[config.mk]
export PLATFORM = sky130hd
export DESIGN_NAME = id_operand_scoreboard
export DESIGN_NICKNAME = d
export VERILOG_FILES = /design/src/rtl/id_operand_scoreboard_pkg.sv /design/src/rtl/id_operand_mux.sv /design/src/rtl/id_operand_scoreboard.sv
export SDC_FILE = /design/constraint.sdc
export NUM_CORES = 1
export LEC_CHECK = 0
export CELL_PAD_IN_SITES_DETAIL_PLACEMENT = 0
export CELL_PAD_IN_SITES_GLOBAL_PLACEMENT = 1
export CORE_MARGIN = 4
export CORE_UTILIZATION = 32
export DETAILED_ROUTE_END_ITERATION = 12
export PLACE_DENSITY_LB_ADDON = 0.1
export SKIP_LAST_GASP = 1
export SYNTH_ARGS = -nofsm -noshare
export SYNTH_HDL_FRONTEND = slang
export SYNTH_SLANG_ARGS = --single-unit
[constraint.sdc]
create_clock -name clk -period 13.2 [get_ports clk]
set_input_delay 3.96 -clock clk [delete_from_list [all_inputs] [get_ports clk]]
set_output_delay 3.96 -clock clk [all_outputs]
set_load 0.02 [all_outputs]
[src/rtl/id_operand_scoreboard_pkg.sv]
// ---------------------------------------------------------------------------
// id_operand_scoreboard_pkg
//   Shared constants and types for the decode-stage operand/scoreboard unit.
//   - ZERO_WORD / NOP_REG_ADDR : canonical zero operand and r0 address
//   - STOP / NO_STOP           : stall request encodings
//   - op_src_e                 : which path an operand was taken from
//   - slice_lsb()              : LSB position of entry idx in a packed bus
// ---------------------------------------------------------------------------
package id_operand_scoreboard_pkg;

    localparam int          MAX_DATA_W   = 64;
    localparam int          MAX_REG_AW   = 8;

    localparam logic [MAX_DATA_W-1:0] ZERO_WORD    = '0;
    localparam logic [MAX_REG_AW-1:0] NOP_REG_ADDR = '0;

    localparam logic STOP    = 1'b1;
    localparam logic NO_STOP = 1'b0;

    typedef enum logic [2:0] {
        SRC_IMM  = 3'd0,
        SRC_ZERO = 3'd1,
        SRC_FWD  = 3'd2,
        SRC_WB   = 3'd3,
        SRC_RF   = 3'd4
    } op_src_e;

    // LSB index of element idx in a bus of elements each w bits wide.
    function automatic int slice_lsb(input int idx, input int w);
        return idx * w;
    endfunction

endpackage

[src/rtl/id_operand_mux.sv]
// ---------------------------------------------------------------------------
// id_operand_mux
//   Priority operand select for one source port of the ID stage.
//   Order: read disabled -> imm, r0 -> zero, lowest-index forwarding source,
//   long-latency writeback bypass, regfile.
//   Ports:
//     rd_en, addr          source read enable / register address
//     imm, rf_data         immediate and regfile read data
//     fwd_*                packed forwarding buses (source 0 in LSBs)
//     wb_long_*            long-latency writeback bypass
//     pending_bit          scoreboard bit of addr
//     operand              selected operand
//     load_use             selected forwarding source has no data yet
//     raw                  source waits on an outstanding long write
// ---------------------------------------------------------------------------
module id_operand_mux
    import id_operand_scoreboard_pkg::*;
#(
    parameter int DATA_W = 32,
    parameter int REG_AW = 5,
    parameter int N_FWD  = 2
) (
    input  logic                      rd_en,
    input  logic [REG_AW-1:0]         addr,
    input  logic [DATA_W-1:0]         imm,
    input  logic [DATA_W-1:0]         rf_data,
    input  logic [N_FWD-1:0]          fwd_wreg,
    input  logic [N_FWD*REG_AW-1:0]   fwd_wd,
    input  logic [N_FWD*DATA_W-1:0]   fwd_wdata,
    input  logic [N_FWD-1:0]          fwd_not_ready,
    input  logic                      wb_long_valid,
    input  logic [REG_AW-1:0]         wb_long_addr,
    input  logic [DATA_W-1:0]         wb_long_data,
    input  logic                      pending_bit,
    output logic [DATA_W-1:0]         operand,
    output logic                      load_use,
    output logic                      raw
);

    logic [N_FWD-1:0]   fwd_hit;
    logic               fwd_any;
    logic [DATA_W-1:0]  fwd_data;
    logic               fwd_nr;
    logic               wb_hit;
    logic               addr_zero;
    op_src_e            src;

    generate
        for (genvar gi = 0; gi < N_FWD; gi++) begin : g_hit
            assign fwd_hit[gi] = fwd_wreg[gi] &&
                                 (fwd_wd[slice_lsb(gi, REG_AW) +: REG_AW] == addr);
        end
    endgenerate

    assign wb_hit    = wb_long_valid && (wb_long_addr == addr);
    assign addr_zero = (addr == NOP_REG_ADDR[REG_AW-1:0]);

    // Walk from the oldest source down so the youngest (index 0) hit
    // overwrites everything else.
    always_comb begin
        fwd_any  = 1'b0;
        fwd_data = ZERO_WORD[DATA_W-1:0];
        fwd_nr   = 1'b0;
        for (int i = N_FWD - 1; i >= 0; i--) begin
            if (fwd_hit[i]) begin
                fwd_any  = 1'b1;
                fwd_data = fwd_wdata[i*DATA_W +: DATA_W];
                fwd_nr   = fwd_not_ready[i];
            end
        end
    end

    always_comb begin
        src = SRC_RF;
        if (!rd_en)
            src = SRC_IMM;
        else if (addr_zero)
            src = SRC_ZERO;
        else if (fwd_any)
            src = SRC_FWD;
        else if (wb_hit)
            src = SRC_WB;
    end

    always_comb begin
        operand = rf_data;
        case (src)
            SRC_IMM:  operand = imm;
            SRC_ZERO: operand = ZERO_WORD[DATA_W-1:0];
            SRC_FWD:  operand = fwd_data;
            SRC_WB:   operand = wb_long_data;
            default:  operand = rf_data;
        endcase
    end

    assign load_use = (src == SRC_FWD) && fwd_nr;
    // A pending register is fine to read on the cycle its result returns.
    assign raw      = rd_en && !addr_zero && pending_bit && !wb_hit;

endmodule

[src/rtl/id_operand_scoreboard.sv]
// ---------------------------------------------------------------------------
// id_operand_scoreboard
//   Decode-stage operand unit: rs/rt operand select with forwarding and
//   long-latency bypass, per-register scoreboard of outstanding long writes,
//   hazard stall request and a sticky stall watchdog.
//   Ports:
//     clk, rst                     clock, synchronous active-low reset
//     id_valid, flush              instruction present / kill it
//     rs_*, rt_*, imm              source reads and immediate
//     issue_wreg/wd/long           destination of the ID instruction
//     reg1_data_i, reg2_data_i     regfile read data
//     fwd_*                        packed forwarding buses, source 0 youngest
//     wb_long_*                    long-latency writeback
//     reg1_o, reg2_o               selected operands
//     stallreq                     stall request to control
//     long_outstanding             number of pending long writes
//     stall_timeout                sticky watchdog flag
// ---------------------------------------------------------------------------
module id_operand_scoreboard
    import id_operand_scoreboard_pkg::*;
#(
    parameter int DATA_W   = 32,
    parameter int REG_AW   = 5,
    parameter int N_FWD    = 2,
    parameter int MAX_LONG = 4,
    parameter int TIMEOUT  = 255
) (
    input  logic                           clk,
    input  logic                           rst,
    input  logic                           id_valid,
    input  logic                           flush,
    input  logic                           rs_read,
    input  logic                           rt_read,
    input  logic [REG_AW-1:0]              rs_addr,
    input  logic [REG_AW-1:0]              rt_addr,
    input  logic [DATA_W-1:0]              imm,
    input  logic                           issue_wreg,
    input  logic [REG_AW-1:0]              issue_wd,
    input  logic                           issue_long,
    input  logic [DATA_W-1:0]              reg1_data_i,
    input  logic [DATA_W-1:0]              reg2_data_i,
    input  logic [N_FWD-1:0]               fwd_wreg,
    input  logic [N_FWD*REG_AW-1:0]        fwd_wd,
    input  logic [N_FWD*DATA_W-1:0]        fwd_wdata,
    input  logic [N_FWD-1:0]               fwd_not_ready,
    input  logic                           wb_long_valid,
    input  logic [REG_AW-1:0]              wb_long_addr,
    input  logic [DATA_W-1:0]              wb_long_data,
    output logic [DATA_W-1:0]              reg1_o,
    output logic [DATA_W-1:0]              reg2_o,
    output logic                           stallreq,
    output logic [$clog2(MAX_LONG+1)-1:0]  long_outstanding,
    output logic                           stall_timeout
);

    localparam int NREG = 2 ** REG_AW;
    localparam int CW   = $clog2(MAX_LONG + 1);
    localparam int SW   = $clog2(TIMEOUT + 1);
    localparam logic [CW-1:0] MAX_LONG_C = CW'(MAX_LONG);
    localparam logic [SW-1:0] TIMEOUT_C  = SW'(TIMEOUT);

    logic [NREG-1:0]    pending_reg, pending_next;
    logic [CW-1:0]      long_cnt_reg, long_cnt_next;
    logic [SW-1:0]      stall_cnt_reg, stall_cnt_next;
    logic               stall_timeout_reg, stall_timeout_next;

    logic [DATA_W-1:0]  rs_operand, rt_operand;
    logic               rs_load_use, rt_load_use;
    logic               rs_raw, rt_raw;
    logic               waw_hazard, cap_hazard, raw_hazard, load_use;
    logic               clr_eff, set_en, issue, stall_any;

    id_operand_mux #(
        .DATA_W (DATA_W),
        .REG_AW (REG_AW),
        .N_FWD  (N_FWD)
    ) u_rs_mux (
        .rd_en         (rs_read),
        .addr          (rs_addr),
        .imm           (imm),
        .rf_data       (reg1_data_i),
        .fwd_wreg      (fwd_wreg),
        .fwd_wd        (fwd_wd),
        .fwd_wdata     (fwd_wdata),
        .fwd_not_ready (fwd_not_ready),
        .wb_long_valid (wb_long_valid),
        .wb_long_addr  (wb_long_addr),
        .wb_long_data  (wb_long_data),
        .pending_bit   (pending_reg[rs_addr]),
        .operand       (rs_operand),
        .load_use      (rs_load_use),
        .raw           (rs_raw)
    );

    id_operand_mux #(
        .DATA_W (DATA_W),
        .REG_AW (REG_AW),
        .N_FWD  (N_FWD)
    ) u_rt_mux (
        .rd_en         (rt_read),
        .addr          (rt_addr),
        .imm           (imm),
        .rf_data       (reg2_data_i),
        .fwd_wreg      (fwd_wreg),
        .fwd_wd        (fwd_wd),
        .fwd_wdata     (fwd_wdata),
        .fwd_not_ready (fwd_not_ready),
        .wb_long_valid (wb_long_valid),
        .wb_long_addr  (wb_long_addr),
        .wb_long_data  (wb_long_data),
        .pending_bit   (pending_reg[rt_addr]),
        .operand       (rt_operand),
        .load_use      (rt_load_use),
        .raw           (rt_raw)
    );

    // A writeback only frees a slot if its register was actually pending;
    // stray writebacks (e.g. issued before a reset) are ignored.
    assign clr_eff    = wb_long_valid && pending_reg[wb_long_addr];

    assign load_use   = rs_load_use || rt_load_use;
    assign raw_hazard = rs_raw || rt_raw;
    assign waw_hazard = issue_wreg && (issue_wd != NOP_REG_ADDR[REG_AW-1:0]) &&
                        pending_reg[issue_wd] &&
                        !(wb_long_valid && (wb_long_addr == issue_wd));
    // Only an effective clear frees a slot, so the count can never overflow.
    assign cap_hazard = issue_long && (long_cnt_reg == MAX_LONG_C) && !clr_eff;

    assign stall_any  = id_valid && !flush &&
                        (load_use || raw_hazard || waw_hazard || cap_hazard);
    assign stallreq   = rst ? stall_any : NO_STOP;
    assign issue      = id_valid && !flush && !stall_any;
    assign set_en     = issue && issue_long && issue_wreg &&
                        (issue_wd != NOP_REG_ADDR[REG_AW-1:0]);

    assign reg1_o = rst ? rs_operand : ZERO_WORD[DATA_W-1:0];
    assign reg2_o = rst ? rt_operand : ZERO_WORD[DATA_W-1:0];

    always_comb begin
        pending_next = pending_reg;
        if (wb_long_valid)
            pending_next[wb_long_addr] = 1'b0;
        // Applied after the clear so a same-address set wins.
        if (set_en)
            pending_next[issue_wd] = 1'b1;
    end

    // Set-wins on one address gives +1 -1 = no change, matching the bit.
    always_comb begin
        long_cnt_next = long_cnt_reg;
        case ({set_en, clr_eff})
            2'b10:   long_cnt_next = long_cnt_reg + 1'b1;
            2'b01:   long_cnt_next = long_cnt_reg - 1'b1;
            default: long_cnt_next = long_cnt_reg;
        endcase
    end

    always_comb begin
        stall_cnt_next = '0;
        if (stall_any == STOP) begin
            if (stall_cnt_reg == TIMEOUT_C)
                stall_cnt_next = stall_cnt_reg;
            else
                stall_cnt_next = stall_cnt_reg + 1'b1;
        end
        stall_timeout_next = stall_timeout_reg || (stall_cnt_next == TIMEOUT_C);
    end

    always_ff @(posedge clk) begin
        if (!rst) begin
            pending_reg       <= '0;
            long_cnt_reg      <= '0;
            stall_cnt_reg     <= '0;
            stall_timeout_reg <= 1'b0;
        end else begin
            pending_reg       <= pending_next;
            long_cnt_reg      <= long_cnt_next;
            stall_cnt_reg     <= stall_cnt_next;
            stall_timeout_reg <= stall_timeout_next;
        end
    end

    assign long_outstanding = long_cnt_reg;
    assign stall_timeout    = stall_timeout_reg;

endmodule

==> metrics.md, run 1 <==
| Metric | Value |
|---|---|
| Antenna violations before repair | `11` |
| Start point of the worst hold path | `stall_timeout$_SDFF_PN0_` |
| WL final | `32.2 mm` |
| Top_reg_cell synth | `dfxtp_1` |
| CTS clk-pin slew, worst paths | `0.07 ns` |
| Post-route ant nets | `0` |
| Detailed Route Iter0 Violations | `552` |
| DR vias | `7578` |
| Final Net Count | `1253` |
| Cts hold-fix bufs | `0` |
| Placed cell areas | `0.00963 mm2` |
| Tmin final | `11.78 ns` |
| Share of the yosys chip area belonging to registers | `0.135` |
| Startpoint Class | `primary input` |
| Clock share of power | `0.265` |
| Yosys reg bits | `44` |
| Hold WC Path Type | `reg2reg` |
| Largest net degree at the start of global routing | `76` |
| Internal reg-to-reg setup slack | `9.30 ns` |
| Count of pins over their slew limit | `0` |
| Int Pwr | `0.000358 W` |
| Die area | `0.0227 mm2` |
| Most frequent cells in the layout | `clkdlybuf4s50_1 (302), mux2i_1 (84), nor2_1 (80), dfxtp_1 (44), o21ai_0 (39)` |
| Layout cells sized above 1 | `0.121` |
| Initial core utilization | `0.330` |
| Max Cap Viol | `0` |
| Crit-path max FO | `31` |
| Io pins | `304` |
| H-tree levels | `2` |
| PortBufs | `303` |
| Fmax | `0.0849 GHz` |
| CTS tree | `yes` |
| First-pass DRT Iterations | `5` |
| Status | `completed` |
| Req. time, crit path | `9.24 ns` |
| Mapped Cells | `779` |
| Worst R2R Start | `pending_reg[25]$_SDFF_PN0_` |
| Count of cell types in the netlist | `58` |
| Die Height | `151 um` |
| Power share of the sequential group | `0.247` |
| Postcts setup bufs | `0` |
| First-pass GRT wire length | `47.3 mm` |
| Synth Net Count | `1017` |
| Setup Viol. Count Final | `0` |
| Area growth syn-to-layout | `50.9%` |
| Setup Skew | `0.00688 ns` |
| Ys Warns | `0` |
| Setup CP Type | `in2out` |
| Hold endpoint | `stall_timeout$_SDFF_PN0_` |
| Post-detailed-placement half-perimeter wirelength | `23.9 mm` |
| Root Driver | `clkbuf_16` |
| Row cnt | `51` |
| Drt drc | `0` |
| Final setup TNS | `0 ns` |
| Clock Tree Buf Depth | `2` |
| CTS sink cnt | `44` |
| Design area | `0.00983 mm2` |
| Ys async rst share | `0` |
| Fillcell total | `1906` |
| Post-cts resize count | `0` |
| P_sw | `0.000185 W` |
| TritonCTS Buffers | `5` |
| Die W | `151 um` |
| Final period utilization | `0.892` |
| Most common cell after layout, fill and taps aside | `clkdlybuf4s50_1` |
| Reg2reg end | `long_outstanding[2]$_SDFFE_PN0P_` |
| GRT Total Usage | `0.269` |
| Syn Std Cell Area | `0.00651 mm2` |
| Worst Hold Depth | `1` |
| Mean Syn Cell Area | `8.36 um2` |
| WL/cell | `24.9 um` |
| Max reg flops | `32` |
| Core footprint | `0.0197 mm2` |
| Worst vdd ir | `0.0647 mV` |
| CP Capture Type | `output pin` |
| Static Leak | `3.69 nW` |
| Max-slew headroom | `0.402` |
| Grt total ovfl | `0` |
| Comb pwr share | `0.488` |
| Arr. time, crit path | `7.82 ns` |
| Worst slew pin tran | `0.897 ns` |
| Placer Congestion | `0.897` |
| Skew-Pair Late Insertion Delay | `0.29 ns` |
| Vias in the first global route | `7424` |
| RSZ-0062 raised after global routing | `false` |
| Number of synthesized flops with an enable pin | `0` |
| Total power | `0.000543 W` |
| Avg Vias per Cell | `5.86` |
| Pwr dens | `55.2 mW/mm2` |
| Sw Ratio | `0.341` |
| Fin. Hold Viols | `0` |
| R2R depth | `14` |
[layer usage]
layer	routed length [um]	vias to the layer above	global-route usage	share of wire
li1	-	3545	-	-
met1	12600	3674	0.332	0.39
met2	16300	328	0.464	0.51
met3	2660	31	0.0536	0.083
met4	671	0	0.0988	0.021
met5	0	-	0	0
[through the flow]
step	hold slack, ns	setup slack (ns)	cells	utilization
final	0.495	1.42	1294	0.498
after detailed placement	0.479	1.39	1273	0.488
after CTS	0.494	1.37	1281	0.497
after global placement	0.470	1.47	1273	0.488
after global routing	0.505	1.12	1292	0.498
after floorplan	0.474	3.09	779	-
[kinds of logic (layout without fill, tap and decap cells)]
family,count (synthesis),after routing,share of synthesized area
adder cells (fa/ha/maj),3,3,0.00691
XOR/XNOR,40,40,0.0538
AO/OA/AOI/OAI,260,260,0.356
multiplexers,112,112,0.222
other,0,13,0
buffers and inverters,129,366,0.0801
AND/OR/NAND/NOR,191,191,0.146
flip-flops,44,44,0.135
[power groups by stage]
stage / Sequential, W / Combinational (W) / Clock (W)
2_1_floorplan: 0.000138 / 0.000128 / 0
3_5_place_dp: 0.000137 / 0.000263 / 0
6_report: 0.000134 / 0.000265 / 0.000144
3_3_place_gp: 0.000137 / 0.000264 / 0
5_1_grt: 0.000134 / 0.000281 / 0.000152
4_1_cts: 0.000134 / 0.000265 / 0.000146
[worst max-delay path, stage by stage]
cell	delay [ns]
clkdlybuf4s50_1	0.97
xor2_1	0.13
nor4_1	0.30
and3_2	0.54
and3b_1	0.47
nand2_1	0.19
buf_4	0.36
o211a_1	0.20
clkdlybuf4s50_1	0.68
[Yosys cell counts (3+ instances only)]
cell type | instances | area share
a21oi_1 | 5 | 0.0038
and2_1 | 8 | 0.0077
and3_1 | 10 | 0.0096
buf_1 | 14 | 0.0081
buf_2 | 6 | 0.0046
buf_6 | 4 | 0.0069
clkbuf_1 | 67 | 0.039
dfxtp_1 | 44 | 0.14
inv_1 | 38 | 0.022
mux2i_1 | 84 | 0.13
mux4_2 | 26 | 0.090
nand2_1 | 23 | 0.013
nand2b_1 | 6 | 0.0058
nand3_1 | 16 | 0.012
nand3b_1 | 7 | 0.0081
nand4_1 | 7 | 0.0067
nor2_1 | 80 | 0.046
nor2b_1 | 6 | 0.0058
nor3_1 | 6 | 0.0046
nor4_1 | 6 | 0.0058
o211a_1 | 33 | 0.051
o211ai_1 | 31 | 0.036
o21ai_0 | 39 | 0.030
o221a_2 | 32 | 0.055
o221ai_1 | 34 | 0.046
o22ai_1 | 35 | 0.034
o41ai_2 | 29 | 0.072
or3_1 | 4 | 0.0038
or3b_2 | 3 | 0.0040
xnor2_1 | 13 | 0.017
xor2_1 | 27 | 0.036
[layout make-up]
cell class	count	area [um2]	share of cell area
Clock buffer	5	125	0.0127
Antenna cell	13	32.5	0.00331
Sequential cell	44	881	0.0896
Tap cell	265	332	0.0337
Inverter	38	143	0.0145
Timing Repair Buffer	320	3160	0.321
Multi-Input combinational cell	606	5110	0.520
Clock inverter	3	42.5	0.00433
[how the worst max path moves through the flow]
stage / startpoint / end / slack, ns / cells after the start
global route: rt_addr[0] / reg2_o[12] / 1.12 / 9
global placement: rs_addr[1] / reg1_o[0] / 1.47 / 11
detailed placement: rt_addr[0] / reg2_o[13] / 1.39 / 9
floorplan: rs_addr[0] / stallreq / 3.09 / 9
CTS: rt_addr[0] / reg2_o[13] / 1.37 / 9
finish: rt_addr[0] / reg2_o[12] / 1.42 / 9
No activity file was read; power rests on OpenSTA's default activity.
==> run 2: changes to the inputs <==
--- a/config.mk
+++ b/config.mk
@@ -7,7 +7,6 @@
 export LEC_CHECK = 0
 export CELL_PAD_IN_SITES_DETAIL_PLACEMENT = 0
 export CELL_PAD_IN_SITES_GLOBAL_PLACEMENT = 1
-export CORE_MARGIN = 4
 export CORE_UTILIZATION = 32
 export DETAILED_ROUTE_END_ITERATION = 12
 export PLACE_DENSITY_LB_ADDON = 0.1
==> run 2 against run 1 <==
Net effect:
- largest cell class unchanged
- maximum frequency down 1.6%
- critical path depth up 1
- critical path type unchanged
- sequential power about the same
- routed wire length down 1.4%
- largest power group unchanged
- final area fell by 0.28%
- core utilization decreased by 0.14 points
- global-route usage is 2.0 points higher
- hold slack lost 0.0068 ns
- register-to-register slack got worse by 0.11 ns
- setup slack lost 0.19 ns
- power shrank 2.2%
- first-iteration DRC count shrank 17%
- highest routed layer is now met5
==> metrics.md, run 2 (synthesized netlist as in run 1, its figures left out) <==
| Metric | Value |
|---|---|
| Most frequent cells in the layout | `clkdlybuf4s50_1 (302), mux2i_1 (84), nor2_1 (80), dfxtp_1 (44), o21ai_0 (39)` |
| Initial core utilization | `0.330` |
| Worst setup path start | `rt_addr[2]` |
| Post-cts resize count | `0` |
| R2R depth | `14` |
| Status | `completed` |
| Count of pins over their slew limit | `0` |
| Row cnt | `51` |
| Pwr dens | `54.2 mW/mm2` |
| Layout cells sized above 1 | `0.121` |
| Worst slew pin tran | `0.844 ns` |
| Non-Filler Instances | `1286` |
| Detailed Route Iter0 Violations | `456` |
| Max Cap Viol | `0` |
| Sw Ratio | `0.343` |
| Setup Skew | `0.00511 ns` |
| Startpoint Class | `primary input` |
| GRT Total Usage | `0.290` |
| Cts hold-fix bufs | `0` |
| Setup CP Type | `in2out` |
| Final setup margin | `1.24 ns` |
| Grt total ovfl | `0` |
| WL final | `31.8 mm` |
| Antenna violations before repair | `4` |
| Max reg flops | `32` |
| Post-route ant nets | `0` |
| Placer Congestion | `0.881` |
| CP Capture Type | `output pin` |
| Highest Signal Layer | `met5` |
| Io pins | `304` |
| Max-slew headroom | `0.436` |
| Internal reg-to-reg setup slack | `9.19 ns` |
| Setup Viol. Count Final | `0` |
| Design area | `0.00980 mm2` |
| Area growth syn-to-layout | `50.4%` |
| Final setup TNS | `0 ns` |
| Tmin final | `11.96 ns` |
| CTS clk-pin slew, worst paths | `0.06 ns` |
| Worst Setup EP | `reg2_o[18]` |
| Final period utilization | `0.906` |
| Placed cell areas | `0.00964 mm2` |
| P_sw | `0.000182 W` |
| Hold WC Path Type | `reg2reg` |
| Final Net Count | `1254` |
| H-tree levels | `2` |
| Post-placement worst setup slack | `1.23 ns` |
| Most common cell after layout, fill and taps aside | `clkdlybuf4s50_1` |
| Skew-Pair Late Insertion Delay | `0.29 ns` |
| Wl on met1 | `13.0 mm` |
| TritonCTS Buffers | `5` |
| Largest net degree at the start of global routing | `69` |
| Comb pwr share | `0.500` |
| RSZ-0062 raised after global routing | `false` |
| Clock share of power | `0.247` |
| Fillcell total | `1919` |
| First-pass DRT Iterations | `5` |
| Postcts setup bufs | `0` |
| Total power | `0.000531 W` |
| Fmax | `0.0836 GHz` |
| Clock Tree Buf Depth | `2` |
| Die area | `0.0209 mm2` |
| Fin. Hold Viols | `0` |
| Die Height | `145 um` |
| First-pass GRT wire length | `45.2 mm` |
| Req. time, crit path | `9.24 ns` |
| Vias in the first global route | `7132` |
| CTS sink cnt | `44` |
| Crit-path max FO | `20` |
| Power share of the sequential group | `0.253` |
| Die W | `145 um` |
| Int Pwr | `0.000348 W` |
| Worst R2R Start | `pending_reg[24]$_SDFF_PN0_` |
| WL met3 | `2.31 mm` |
| Cells after DPL | `1274` |
| Worst vdd ir | `0.0810 mV` |
| DR vias | `7576` |
| Reg2reg end | `long_outstanding[2]$_SDFFE_PN0P_` |
| Static Leak | `3.69 nW` |
| CTS tree | `yes` |
| Post-detailed-placement half-perimeter wirelength | `23.4 mm` |
| Met2 wire length | `15.6 mm` |
| Core footprint | `0.0197 mm2` |
| Avg Vias per Cell | `5.89` |
| PortBufs | `303` |
| Arr. time, crit path | `8.00 ns` |
| WL/cell | `24.7 um` |
| Root Driver | `clkbuf_16` |
| Drt drc | `0` |
## run 2: cell types whose count changed in the layout (fill, tap and decap cells not counted)
cell        delta
bufinv_16      -1
diode_2        -8
clkinvlp_4     -1
buf_4          +1
clkinv_2       -1
clkbuf_8       +2
## run 2: power by group through the flow
stage	registers (W)	clock network [W]	logic, W
2_1_floorplan	0.000138	0	0.000128
3_5_place_dp	0.000137	0	0.000264
3_3_place_gp	0.000137	0	0.000265
6_report	0.000134	0.000131	0.000265
5_1_grt	0.000134	0.000137	0.000281
4_1_cts	0.000134	0.000133	0.000265
## run 2: worst max-delay path, stage by stage
cell	delay, ns
clkdlybuf4s50_1	0.73
xor2_1	0.27
nor4_1	0.27
and3_2	0.53
nand2b_1	0.16
nand2_1	0.50
buf_4	0.44
o221ai_1	0.26
o211a_1	0.21
clkdlybuf4s50_1	0.63
## run 2: how the worst min path moves through the flow
stage                                         start                         to  slack, ns  cells after the start
final                      stall_timeout$_SDFF_PN0_   stall_timeout$_SDFF_PN0_       0.49                      1
after CTS                  stall_timeout$_SDFF_PN0_   stall_timeout$_SDFF_PN0_       0.49                      1
after detailed placement   stall_timeout$_SDFF_PN0_   stall_timeout$_SDFF_PN0_       0.48                      1
after global routing       stall_timeout$_SDFF_PN0_   stall_timeout$_SDFF_PN0_       0.52                      1
after global placement     stall_timeout$_SDFF_PN0_   stall_timeout$_SDFF_PN0_       0.47                      1
after floorplan           pending_reg[0]$_SDFF_PN0_  pending_reg[0]$_SDFF_PN0_       0.47                      1
## run 2: final cells by class
class                      instances  area (um2)  share of cell area
clock buffer                       7         153              0.0156
sequential                        44         881              0.0899
antenna                            5        12.5             0.00128
timing repair buffer             321        3170               0.323
tap                              265         332              0.0338
multi-input combinational        606        5110               0.522
inverter                          38         143              0.0146
## run 2: stage by stage
step	hold slack (ns)	utilization
2_1_floorplan	0.474	-
5_1_grt	0.520	0.497
4_1_cts	0.492	0.496
3_5_place_dp	0.477	0.489
6_report	0.488	0.497
3_3_place_gp	0.469	0.489
## run 2: metal layers
layer  track usage  up-vias
met4         0.111        2
met2         0.500      328
met3        0.0500       51
met1         0.357     3660
li1              -     3535
met5             0        -
==> run 3: changes to the inputs <==
--- a/config.mk
+++ b/config.mk
@@ -5,6 +5,7 @@
 export SDC_FILE = /design/constraint.sdc
 export NUM_CORES = 1
 export LEC_CHECK = 0
+export CAP_MARGIN = 10
 export CELL_PAD_IN_SITES_DETAIL_PLACEMENT = 0
 export CELL_PAD_IN_SITES_GLOBAL_PLACEMENT = 1
 export CORE_UTILIZATION = 32
==> results of run 3 <==
No change in the layout: final DEF, timing and power equal those of run 2.
==> patch (config.mk and constraints of run 3) <==
`REG_AW` is set to 5 in 2 places; all go to 6.
--- a/src/rtl/id_operand_mux.sv
+++ b/src/rtl/id_operand_mux.sv
@@ -17,7 +17,7 @@
     import id_operand_scoreboard_pkg::*;
 #(
     parameter int DATA_W = 32,
-    parameter int REG_AW = 5,
+    parameter int REG_AW = 6,
     parameter int N_FWD  = 2
 ) (
     input  logic                      rd_en,
--- a/src/rtl/id_operand_scoreboard.sv
+++ b/src/rtl/id_operand_scoreboard.sv
@@ -20,7 +20,7 @@
     import id_operand_scoreboard_pkg::*;
 #(
     parameter int DATA_W   = 32,
-    parameter int REG_AW   = 5,
+    parameter int REG_AW   = 6,
     parameter int N_FWD    = 2,
     parameter int MAX_LONG = 4,
     parameter int TIMEOUT  = 255
Interface: changed (5 resized); port bits go from 304 to 310. No check against the original RTL was run, so the function may have changed too.
==> patch against run 3 <==
Power rose by 52%; count of clock-buffer cells in the layout increased by 2; design area rose by 28%; worst setup slack worse by 0.034 ns; synthesized area up 37%; sequential cell count rose by 32; clock skew grew 0.0018 ns; routed wire length rose by 41%; largest cell class unchanged.
==> patch: results (changes against run 3) <==
| Metric | Value |
|---|---|
| Status | complete, no violations |
| Worst Path Arrival | 8.04 ns (+0.04 ns) |
| Non-CTS buffers | 338 (+5.3%) |
| Synth area leaders | dfxtp_1 17%, mux2_2 9.9%, o21ai_0 8.5% |
| Inverters excl. clock | 15 (-61%) |
| Sequential Power Share | 0.287 (+0.034) |
| WL met1 | 17700 um (+36%) |
| Comb_multi_in | 942 (+55%) |
| Fin Clk Skew | 0.00690 ns (+0.00179 ns) |
| Max-slew headroom | 0.330 (-0.107) |
| Synth Area in Compound Gates | 0.329 (-0.0273) |
| Synth top cells by count | 152 x o21ai_0, 104 x nand2_1, 79 x mux2_2, 76 x dfxtp_1 |
| Leak Pwr | 4.02 nW (+9.1%) |
| Layout Nets | 1626 (+30%) |
| Clock buffers | 9 (+2) |
| Vias in the first global route | 9984 (+40%) |
| Path depth of the worst reg2reg path | 14 (unchanged) |
| Seq cells post-synth | 76 (+73%) |
| Met3 global-route usage | 0.0597 (+0.00969) |
| Largest fanout on the critical path | 19 (-5.0%) |
| Yosys top cell area share | 0.170 (+0.0347) |
| Net Switching | 0.250 mW (+37%) |
| FF-to-FF Start | pending_reg[9] |
| Fraction of synthesized cell area in xor and xnor cells | 0.0440 (-0.00977) |
| Wire length on met3 | 3830 um (+66%) |
| Syn-to-layout area delta | 39.9% |
| Initial drt markers | 1022 (+120%) |
| Footprint of the multi-input gates | 6840 sq um (+34%) |
| Register area share after synthesis | 0.170 (+0.0347) |
| First-pass GRT wire length | 64800 um (+43%) |
| Crit path capture | stallreq |
| Htree depth | 3 (+1) |
| Syn_area_per_cell | 7.79 sq um (-6.8%) |
| Max incr delay on CP | 1.01 ns (+0.28 ns) |
| Synth Area in Adders | 0.00503 (-0.00188) |
| Post-synthesis mux area share | 0.215 (-0.00739) |
| Clock Power | 0.285 mW (+120%) |
| Skew-Pair Late Insertion Delay | 0.35 ns (+0.06 ns) |
| Port bufs | 309 (+2.0%) |
| Routing usage on met2 | 0.521 (+0.0204) |
| Wire per inst | 25.4 um (+2.9%) |
| Netlist cell types | 67 (+16%) |
| Largest net degree at the start of global routing | 72 (+4.3%) |
| Layout cells sized above 1 | 0.126 (+0.00520) |
| DP Area | 12200 sq um (+26%) |
| Worst Setup SP | issue_wd[1] |
| Half-perimeter wire length after placement | 32900 um (+41%) |
| Seq. cell area | 1520 sq um (+73%) |
| Ant. Diodes | 3 (-2) |
| Maximum vdd ir drop | 0.0637 mV (-21%) |
| Post-Syn Nets | 1393 (+37%) |
| Max FFs per register | 64 (+100%) |
| Routability Congestion | 0.906 (+2.9%) |
| Clock-cell share of area | 0.0270 (+0.0114) |
| Worst R2R Setup Slack | 9.39 ns (+0.20 ns) |
| Vias per inst | 5.99 (+1.7%) |
| Fillers | 2776 (+45%) |
==> patch: changes by cell type after synthesis, moves of 42 or more <==
cell | before | now
o21ai_0 | 39 | 152
mux2_2 | 2 | 79
nand2_1 | 23 | 104
a21oi_1 | 5 | 73
nor2b_1 | 6 | 48
nor2_1 | 80 | 17
mux2i_1 | 84 | 36
o31ai_1 | 0 | 53
==> patch: how the worst min path moves through the flow <==
stage                               from              to  slack (ns)  depth (start not counted)
after floorplan           pending_reg[0]  pending_reg[0]        0.44                          2
after global placement     stall_timeout   stall_timeout        0.45                          2
after detailed placement   stall_timeout   stall_timeout        0.45                          2
after CTS                  stall_timeout   stall_timeout        0.48                          2
after global routing       stall_timeout   stall_timeout        0.51                          2
final                      stall_timeout   stall_timeout        0.48                          2
==> patch: per-stage QoR <==
stage,std cells,setup slack (ns),utilization
final,1761,1.20,0.461
after detailed placement,1743,1.32,0.448
after global routing,1761,1.04,0.461
after floorplan,1149,3.20,-
after global placement,1743,1.25,0.448
after CTS,1758,1.31,0.461
